File: config.mk
export PLATFORM = sky130hd
export DESIGN_NAME = gl_drive_unit_flat
export DESIGN_NICKNAME = d
export VERILOG_FILES = /design/src/rtl/gl_drive_unit_if.sv /design/src/rtl/gl_drive_unit.sv /design/src/flat_wrapper.sv
export SDC_FILE = /design/constraint.sdc
export NUM_CORES = 1
export LEC_CHECK = 0
export ABC_AREA = 0
export CORE_ASPECT_RATIO = 0.5
export CORE_MARGIN = 2
export CORE_UTILIZATION = 53
export DETAILED_ROUTE_END_ITERATION = 10
export GPL_TIMING_DRIVEN = 1
export HOLD_SLACK_MARGIN = 0.05
export MAX_ROUTING_LAYER = met4
export PLACE_DENSITY = 0.75
export SLEW_MARGIN = 20
export SYNTH_ARGS = -nofsm -noshare
export SYNTH_HDL_FRONTEND = slang
export SYNTH_SLANG_ARGS = --single-unit
File: constraint.sdc
create_clock -name clk -period 2.6 [get_ports clk]
set_input_delay 0.26 -clock clk [delete_from_list [all_inputs] [get_ports clk]]
set_output_delay 0.26 -clock clk [all_outputs]
set_load 0.05 [all_outputs]
File: src/rtl/gl_drive_unit_if.sv
// Bus bundle between the GL drive unit and its controller.
// The controller side drives the sync, divider and per-channel controls.
// The drive unit side returns the pad-facing GL clock, the GL reset and the alignment flag.
interface gl_drive_unit_if #(
  parameter int CHANNELS  = 4,
  parameter int DIV_WIDTH = 8
);
  logic                 sync;
  logic [DIV_WIDTH-1:0] div;
  logic [CHANNELS-1:0]  ch_en;
  logic [CHANNELS-1:0]  rst_req;
  logic [CHANNELS-1:0]  gl_clk;
  logic [CHANNELS-1:0]  gl_nrst;
  logic                 aligned;

  modport master (
    output sync,
    output div,
    output ch_en,
    output rst_req,
    input  gl_clk,
    input  gl_nrst,
    input  aligned
  );

  modport slave (
    input  sync,
    input  div,
    input  ch_en,
    input  rst_req,
    output gl_clk,
    output gl_nrst,
    output aligned
  );
endinterface

File: src/rtl/gl_drive_unit.sv
// GL clock and reset generator for CHANNELS downstream GL links.
// One programmable half-period divider produces a shared GL clock phase.
// A rising edge of sync re-aligns that phase.
// Each channel gates the clock with its enable.
// Each channel also runs a reset sequencer: it holds gl_nrst low for
// RST_PERIODS GL rising edges, then releases on the next GL falling edge.
module gl_drive_unit #(
  parameter int CHANNELS    = 4,
  parameter int DIV_WIDTH   = 8,
  parameter int RST_PERIODS = 16
) (
  input  logic                 clk,
  input  logic                 nrst,
  gl_drive_unit_if.slave       gl_if
);

  // rcnt is 5 bits wide, so RST_PERIODS must lie in 1..32.
  localparam logic [4:0] RCNT_LAST = 5'(RST_PERIODS - 1);

  typedef enum logic [1:0] {
    ST_ASSERT = 2'd0,
    ST_ALIGN  = 2'd1,
    ST_RUN    = 2'd2
  } ch_state_e;

  // Divider and alignment state
  logic                 sync_q;
  logic [DIV_WIDTH-1:0] cnt_q,   cnt_d;
  logic [DIV_WIDTH-1:0] div_q,   div_d;
  logic                 phase_q, phase_d;
  logic                 aligned_q, aligned_d;
  logic [CHANNELS-1:0]  gl_clk_q, gl_clk_d;

  // Shared edge events seen by every channel sequencer
  logic sync_rise_s;
  logic tc_s;
  logic rise_evt_s;
  logic fall_evt_s;

  logic [CHANNELS-1:0] gl_nrst_s;

  // Decode sync rise, terminal count and GL clock edge events
  always_comb begin
    sync_rise_s = gl_if.sync & ~sync_q;
    tc_s        = (cnt_q == div_q);
    // A sync rise overrides the terminal count. A rise that sync cancels is therefore not a GL rising edge.
    rise_evt_s  = tc_s & ~phase_q & ~sync_rise_s;
    // A sync rise while the phase is high pulls the clock low, so it counts as a falling edge.
    fall_evt_s  = phase_q & (tc_s | sync_rise_s);
  end

  // Next-state logic for the divider, the alignment flag and the gated clock outputs
  always_comb begin
    cnt_d     = cnt_q;
    div_d     = div_q;
    phase_d   = phase_q;
    aligned_d = aligned_q;
    if (sync_rise_s) begin
      cnt_d     = {DIV_WIDTH{1'b0}};
      phase_d   = 1'b0;
      div_d     = gl_if.div;
      aligned_d = 1'b1;
    end else if (tc_s) begin
      // The new divider is taken only at a half-period boundary, so the current half always completes.
      cnt_d   = {DIV_WIDTH{1'b0}};
      phase_d = ~phase_q;
      div_d   = gl_if.div;
    end else begin
      cnt_d = cnt_q + DIV_WIDTH'(1);
    end
    gl_clk_d = {CHANNELS{phase_q}} & gl_if.ch_en;
  end

  // Divider, sync edge detector, alignment flag and clock output registers
  always_ff @(posedge clk) begin
    if (!nrst) begin
      sync_q    <= 1'b0;
      cnt_q     <= {DIV_WIDTH{1'b0}};
      div_q     <= gl_if.div;
      phase_q   <= 1'b0;
      aligned_q <= 1'b0;
      gl_clk_q  <= {CHANNELS{1'b0}};
    end else begin
      sync_q    <= gl_if.sync;
      cnt_q     <= cnt_d;
      div_q     <= div_d;
      phase_q   <= phase_d;
      aligned_q <= aligned_d;
      gl_clk_q  <= gl_clk_d;
    end
  end

  for (genvar gi = 0; gi < CHANNELS; gi++) begin : g_ch
    ch_state_e  state_q;
    logic [4:0] rcnt_q;
    logic       nrst_out_q;

    // Per-channel reset sequencer with a registered gl_nrst output
    always_ff @(posedge clk) begin
      if (!nrst) begin
        state_q    <= ST_ASSERT;
        rcnt_q     <= 5'd0;
        nrst_out_q <= 1'b0;
      end else if (gl_if.rst_req[gi] || !gl_if.ch_en[gi]) begin
        // A request or a disable overrides any edge event in the same cycle.
        state_q    <= ST_ASSERT;
        rcnt_q     <= 5'd0;
        nrst_out_q <= 1'b0;
      end else begin
        nrst_out_q <= (state_q == ST_RUN);
        case (state_q)
          ST_ASSERT: begin
            if (rise_evt_s) begin
              if (rcnt_q == RCNT_LAST) begin
                state_q <= ST_ALIGN;
                rcnt_q  <= rcnt_q;
              end else begin
                state_q <= ST_ASSERT;
                rcnt_q  <= rcnt_q + 5'd1;
              end
            end else begin
              state_q <= ST_ASSERT;
              rcnt_q  <= rcnt_q;
            end
          end
          ST_ALIGN: begin
            rcnt_q <= rcnt_q;
            if (fall_evt_s) begin
              state_q <= ST_RUN;
            end else begin
              state_q <= ST_ALIGN;
            end
          end
          ST_RUN: begin
            rcnt_q  <= rcnt_q;
            state_q <= ST_RUN;
          end
          default: begin
            // Recover from an illegal encoding with a fresh reset sequence.
            state_q <= ST_ASSERT;
            rcnt_q  <= 5'd0;
          end
        endcase
      end
    end

    assign gl_nrst_s[gi] = nrst_out_q;
  end

  assign gl_if.gl_clk  = gl_clk_q;
  assign gl_if.gl_nrst = gl_nrst_s;
  assign gl_if.aligned = aligned_q;

endmodule

File: src/flat_wrapper.sv
// flat-port wrapper written by rule: the top's interface ports become plain ports
module gl_drive_unit_flat 
#(
  parameter int CHANNELS    = 4,
  parameter int DIV_WIDTH   = 8,
  parameter int RST_PERIODS = 16
)
  (clk, nrst, gl_if_sync, gl_if_div, gl_if_ch_en, gl_if_rst_req, gl_if_gl_clk, gl_if_gl_nrst, gl_if_aligned);
  gl_drive_unit_if #(.CHANNELS(CHANNELS), .DIV_WIDTH(DIV_WIDTH)) gl_if_i ();
  input  logic clk;
  input  logic nrst;
  input wire logic [$bits(gl_if_i.sync)-1:0] gl_if_sync;
  input wire logic [$bits(gl_if_i.div)-1:0] gl_if_div;
  input wire logic [$bits(gl_if_i.ch_en)-1:0] gl_if_ch_en;
  input wire logic [$bits(gl_if_i.rst_req)-1:0] gl_if_rst_req;
  output wire logic [$bits(gl_if_i.gl_clk)-1:0] gl_if_gl_clk;
  output wire logic [$bits(gl_if_i.gl_nrst)-1:0] gl_if_gl_nrst;
  output wire logic [$bits(gl_if_i.aligned)-1:0] gl_if_aligned;
  assign gl_if_i.sync = gl_if_sync;
  assign gl_if_i.div = gl_if_div;
  assign gl_if_i.ch_en = gl_if_ch_en;
  assign gl_if_i.rst_req = gl_if_rst_req;
  assign gl_if_gl_clk = gl_if_i.gl_clk;
  assign gl_if_gl_nrst = gl_if_i.gl_nrst;
  assign gl_if_aligned = gl_if_i.aligned;
  gl_drive_unit #(.CHANNELS(CHANNELS), .DIV_WIDTH(DIV_WIDTH), .RST_PERIODS(RST_PERIODS)) u_core (.clk(clk), .nrst(nrst), .gl_if(gl_if_i));
endmodule
==> results.toml, run 1 <==
[synthesis]
synth_edf_count = 8
async_reset_ff_share_pct = 0
syn_nets = 338
synth_cell_types = 45
synth_area_sq_um = 2760
ys_seq_elements = 55
netlist_instances = 294
synth_area_per_cell_sq_um = 9.39
synth_ff_type = "dfxtp_1"
ys_seq_area_share_pct = 42.8
ys_warn_count = 0

[timing]
rsz0062_at_grt = "no"
clock_skew_ns = 0.0104
fin_tns_setup_ns = 0
fmax_ghz = 0.428
hold_viol_final = 0
hold_slack_ns = 0.479
slew_viol_final = 0
setup_viol = 0
worst_pin_slew_ns = 0.591
fin_crit_ns = 2.33
fin_crit_sh_pct = 89.8
maxSlewHeadroom_pct = 60.3

[placement]
io_buffers = 27
place_hpwl_microns = 4120
globalplace.congestion = 0.876

[power]
p_leak_uw = 0.00120
p_clk_share_pct = 38.7
p_seq_share_pct = 55.2
pwr-share-comb_pct = 6.0
vdd_drop_max_mv = 0.316
p_sw_share_pct = 20.9
power_per_cell_area_nw_per_um2 = 500
switchingPower_uw = 336
internal_power_uw = 1270

[floorplanning]
io_pins = 28
core_sq_um = 4980
die_x_microns = 106
num_rows = 18
dieArea_sq_um = 5840
die_y_microns = 55.0
start_util_pct = 55.5

[detailed_routing]
viasPerCell = 5.52
antenna_left = 0
detail_route.wl_per_cell_microns = 13.8
wirelength_microns = 5410
drt_iter0_drc = 110
vias = 2169
dr.pass1.iters = 6
drc = 0

[setup_path]
crit_path_cell_trace = "xor2_1, or4_1, nor3_4, buf_4, nand3_1, o22ai_1"
crit_path_top_delay_cell = "or4_1"
cp_max_fo = 14
timing.critical_path.buf_inv = 1
crit_type = "reg2reg"
worst_setup_path_start_kind = "flop"
required_ns = 2.82
cpPeakStageDelay_ns = 0.69
critPathCaptureType = "flop"
critPathArrivalTime_ns = 2.55
crit_family = "simple AND/OR/NAND/NOR gates"

[clock_network]
cts.reportedPaths.clkPinSlew_ns = 0.10
cts_hold_buf = 0
clock-sinks = 55
cts_tree = "yes"
cts-resized-gates = 0
post-cts-setup-buffers = 0
cts_buffers = 5
clkLatencyLatePin_ns = 0.31
clk_path_buf_depth = 2
cts_root_buffer = "clkbuf_8"
htree_levels = 2

[grt]
grt_pass1_wl_microns = 9030
grt-ovfl-total = 0
grt_max_degree = 17
use_met1_pct = 25.9
use_met2_pct = 34.6
grt-busiest-layer = "met2"
grt_use_total_pct = 20.4
antenna_found_initial = 0
grt_pass1_vias = 2015
grt_util_met3_pct = 4.92

[cells_and_area]
syn2layout_area_growth_pct = 16.3
diodes = 0
fillers = 403
drive_gt1_share_pct = 5.88
nets = 366

[flow_run]
max_cap_violations = 0

[run_status]
status = "completed"

[hold_path]
hp-class = "reg2reg"
-- cell families after synthesis --
kind of cell | Yosys count | synth area share [%]
and+or+nand+nor | 116 | 23.5
AOI/OAI and AO/OA | 49 | 11.4
adders and majority gates | 25 | 11.3
xor gates and xnor gates | 16 | 5.08
muxes | 2 | 0.816
buffers and inverters | 31 | 5.08
DFF | 55 | 42.8
-- power groups by stage --
stage | combinational, uW | clock [uW] | sequential [uW]
global placement | 94.6 | 0 | 907
CTS | 97.0 | 633 | 887
detailed placement | 96.6 | 0 | 907
floorplan | 46.1 | 0 | 908
global route | 105 | 667 | 889
finish | 96.8 | 622 | 887
-- synthesized netlist by cell type (5+ instances only) --
cell	instances	area share, %
o22ai_1	9	2.0
a21oi_1	13	2.4
dfxtp_1	47	34
inv_1	22	3.0
and3_1	12	2.7
nand2b_1	7	1.6
ha_1	25	11
nand3_1	11	2.0
edfxtp_1	8	8.7
nand3b_1	6	1.6
o21ai_0	5	0.91
nor2_1	23	3.1
nand4_1	6	1.4
xnor2_1	7	2.2
nand2_1	25	3.4
xor2_1	9	2.9
-- flip-flops by register name, indices dropped and copies added, names as in the netlist --
| signal | flops |
|---|---|
| u_core.cnt_q | 8 |
| u_core.div_q | 8 |
| u_core.g_ch.nrst_out_q | 4 |
| u_core.g_ch.rcnt_q | 20 |
| u_core.g_ch.state_q | 8 |
| u_core.gl_if.aligned | 1 |
| u_core.gl_if.gl_clk | 4 |
| u_core.phase_q | 1 |
| u_core.sync_q | 1 |
-- final timing paths --
check	startpoint	endpoint	slack, ns	cells after the start
worst max register to register	u_core.div_q[5]	u_core.g_ch[1].rcnt_q[1]	0.27	6
worst min-delay path	u_core.g_ch[0].rcnt_q[4]	u_core.g_ch[0].rcnt_q[4]	0.48	2
worst max-delay path	u_core.div_q[5]	u_core.g_ch[1].rcnt_q[1]	0.27	6
worst min register to register	u_core.g_ch[0].rcnt_q[4]	u_core.g_ch[0].rcnt_q[4]	0.48	2
-- worst reg2reg max path: cells and delay by family (launching register included) --
family / cells / cell delay, ns
AO/OA/AOI/OAI: 1 / 0.27
XOR/XNOR: 1 / 0.20
AND/OR/NAND/NOR: 3 / 1.12
flip-flops: 1 / 0.41
buffers and inverters: 1 / 0.25
-- placed cells by master (no fill, tap or decap), types with 8 or more instances in the layout --
| master | synthesis | routed |
|---|---|---|
| dfxtp_1 | 47 | 47 |
| inv_1 | 22 | 22 |
| nand3_1 | 11 | 11 |
| a21oi_1 | 13 | 13 |
| nor2_1 | 23 | 23 |
| clkdlybuf4s50_1 | 0 | 27 |
| o22ai_1 | 9 | 9 |
| ha_1 | 25 | 25 |
| and3_1 | 12 | 12 |
| nand2_1 | 25 | 25 |
| edfxtp_1 | 8 | 8 |
| xor2_1 | 9 | 9 |
-- cell type report --
type / instances / area, sq um / share of cell area (%)
Clock buffer: 7 / 97.6 / 3.04
Clock inverter: 1 / 30.0 / 0.935
Inverter: 22 / 82.6 / 2.57
Multi-Input combinational cell: 208 / 1440 / 44.8
Sequential cell: 55 / 1180 / 36.8
Tap cell: 70 / 87.6 / 2.73
Timing Repair Buffer: 30 / 293 / 9.12
-- per-layer routing --
layer / up-vias / wire length, microns / part of all wire [%]
li1: 1098 / - / -
met1: 1032 / 2670 / 49
met2: 39 / 2500 / 46
met3: 0 / 236 / 4.4
met4: 0 / 0 / 0
met5: - / 0 / 0
-- per-stage QoR --
step / setup slack [ns] / instance area, sq um / power [uW] / utilization, % / std cells
6_report: 0.265 / 3210 / 1610 / 64.5 / 393
5_1_grt: 0.138 / 3210 / 1660 / 64.5 / 393
4_1_cts: 0.308 / 3210 / 1620 / 64.5 / 393
3_5_place_dp: 0.172 / 3080 / 1000 / 61.9 / 385
3_3_place_gp: 0.262 / 3080 / 1000 / 61.9 / 385
2_1_floorplan: 0.636 / 2760 / 954 / - / 294
Power figures use the tool's default switching activity.
==> run 2: changes to the inputs <==
Settings changed: ABC_CLOCK_PERIOD_IN_PS from default to 2520.
Clock period 2.6 ns to 2.52 ns, I/O delays scaled along.
==> results.toml, run 2 (synthesized netlist as in run 1, its figures left out) <==
[timing]
slew_viol_final = 0
setup_viol = 0
maxSlewHeadroom_pct = 61.7
clock_skew_ns = 0.00758
fin_crit_sh_pct = 91.3
hold_viol_final = 0
fmax_ghz = 0.435
rsz0062_at_grt = "no"
fin_crit_ns = 2.30
fin_tns_setup_ns = 0
worst_slack_ns = 0.219
worst_pin_slew_ns = 0.569

[grt]
grt_pass1_wl_microns = 8940
grt_pass1_vias = 2033
antenna_found_initial = 0
grt-ovfl-total = 0
grt_max_degree = 17
grt_use_total_pct = 20.5

[clock_network]
cts_hold_buf = 0
post-cts-setup-buffers = 0
cts-resized-gates = 0
clock-sinks = 55
cts_root_buffer = "clkbuf_8"
clkLatencyLatePin_ns = 0.31
cts_buffers = 5
cts.reportedPaths.clkPinSlew_ns = 0.10
cts_tree = "yes"
htree_levels = 2
clk_path_buf_depth = 2

[power]
power_per_cell_area_nw_per_um2 = 470
vdd_drop_max_mv = 0.275
p_leak_uw = 0.00118

[placement]
place_hpwl_microns = 4130
dp_slack_ns = 0.104
globalplace.congestion = 0.880
io_buffers = 27

[cells_and_area]
syn2layout_area_growth_pct = 15.3
layout_commonest_cell = "dfxtp_1"
layout_common_cells = "47 x dfxtp_1, 27 x clkdlybuf4s50_1, 25 x nand2_1, 25 x ha_1, 23 x nor2_1"
diodes = 0
fillers = 414
drive_gt1_share_pct = 6.46
regArea_sq_um = 1180
multi_input_area_sq_um = 1440
top_register = "u_core.g_ch.rcnt_q"
largest_reg_flops = 20
nets = 368

[floorplanning]
dieArea_sq_um = 5840
die_y_microns = 55.0
die_x_microns = 106
start_util_pct = 55.5
num_rows = 18
io_pins = 28
core_sq_um = 4980

[setup_path]
crit_type = "reg2reg"
required_ns = 2.75
crit_path_top_delay_cell = "or4_1"
crit_path_cell_trace = "xor2_1, or4_1, nor3_4, buf_4, nand3_1, o22ai_1"
critPathArrivalTime_ns = 2.53
critPathCaptureType = "flop"
cp_max_fo = 14
cpPeakStageDelay_ns = 0.70
worst_setup_path_start_kind = "flop"

[detailed_routing]
drt_iter0_drc = 101
wirelength_microns = 5470
vias = 2170
dr.pass1.iters = 4
drc = 0
detail_route.wl_per_cell_microns = 13.8
antenna_left = 0
viasPerCell = 5.49

[hold_path]
hp-class = "reg2reg"

[run_status]
status = "completed"

[flow_run]
max_cap_violations = 0
## run 2: cell types whose count changed in the layout (fill, tap and decap cells not counted)
cell	change
buf_4	+2
bufinv_16	-1
clkbuf_16	-1
clkinv_2	+1
clkinvlp_4	+1
## run 2: final cells by class
type / count / share of cell area [%]
clock buffer: 6 / 2.28
clock inverter: 2 / 0.393
inverter: 22 / 2.59
multi-input combinational: 208 / 45.2
sequential: 55 / 37.1
tap: 70 / 2.75
timing repair buffer: 32 / 9.67
## run 2: critical path, delay by kind of cell (launching register included)
kind	cells	cell delay, ns
buffers and inverters	1	0.25
xor gates and xnor gates	1	0.21
AOI/OAI and AO/OA	1	0.23
and+or+nand+nor	3	1.12
DFF	1	0.42
## run 2: path summary, 6_finish.rpt
| path | startpoint | endpoint | slack (ns) | cells after the start |
|---|---|---|---|---|
| worst min-delay path | u_core.g_ch[0].rcnt_q[4] | u_core.g_ch[0].rcnt_q[4] | 0.48 | 2 |
| worst min register to register | u_core.g_ch[0].rcnt_q[4] | u_core.g_ch[0].rcnt_q[4] | 0.48 | 2 |
| worst max-delay path | u_core.div_q[5] | u_core.g_ch[1].rcnt_q[0] | 0.22 | 6 |
| worst max register to register | u_core.div_q[5] | u_core.g_ch[1].rcnt_q[0] | 0.22 | 6 |
## run 2: routing by layer
layer	GRT usage, %	part of all wire (%)	routed length (microns)
met1	25.4	50	2720
met2	33.9	44	2400
met4	7.24	2.1	116
met5	-	0	0
met3	4.92	4.4	238
## run 2: per-stage QoR
stage | total power, uW | std cells | util, % | hold slack, ns | instance area, sq um
6_report | 1490 | 395 | 64.0 | 0.477 | 3180
2_1_floorplan | 985 | 294 | - | 0.351 | 2760
3_3_place_gp | 1030 | 387 | 62.2 | 0.456 | 3100
5_1_grt | 1550 | 395 | 64.0 | 0.483 | 3180
3_5_place_dp | 1040 | 387 | 62.2 | 0.464 | 3100
4_1_cts | 1510 | 395 | 64.0 | 0.479 | 3180
## run 2: report_power, final
part / internal, uW / leakage (uW) / switching (uW)
registers: 904 / 0.000460 / 10.5
clock network: 195 / 0.0000412 / 283
logic: 49.7 / 0.000683 / 52.5
total: 1150 / 0.00118 / 346
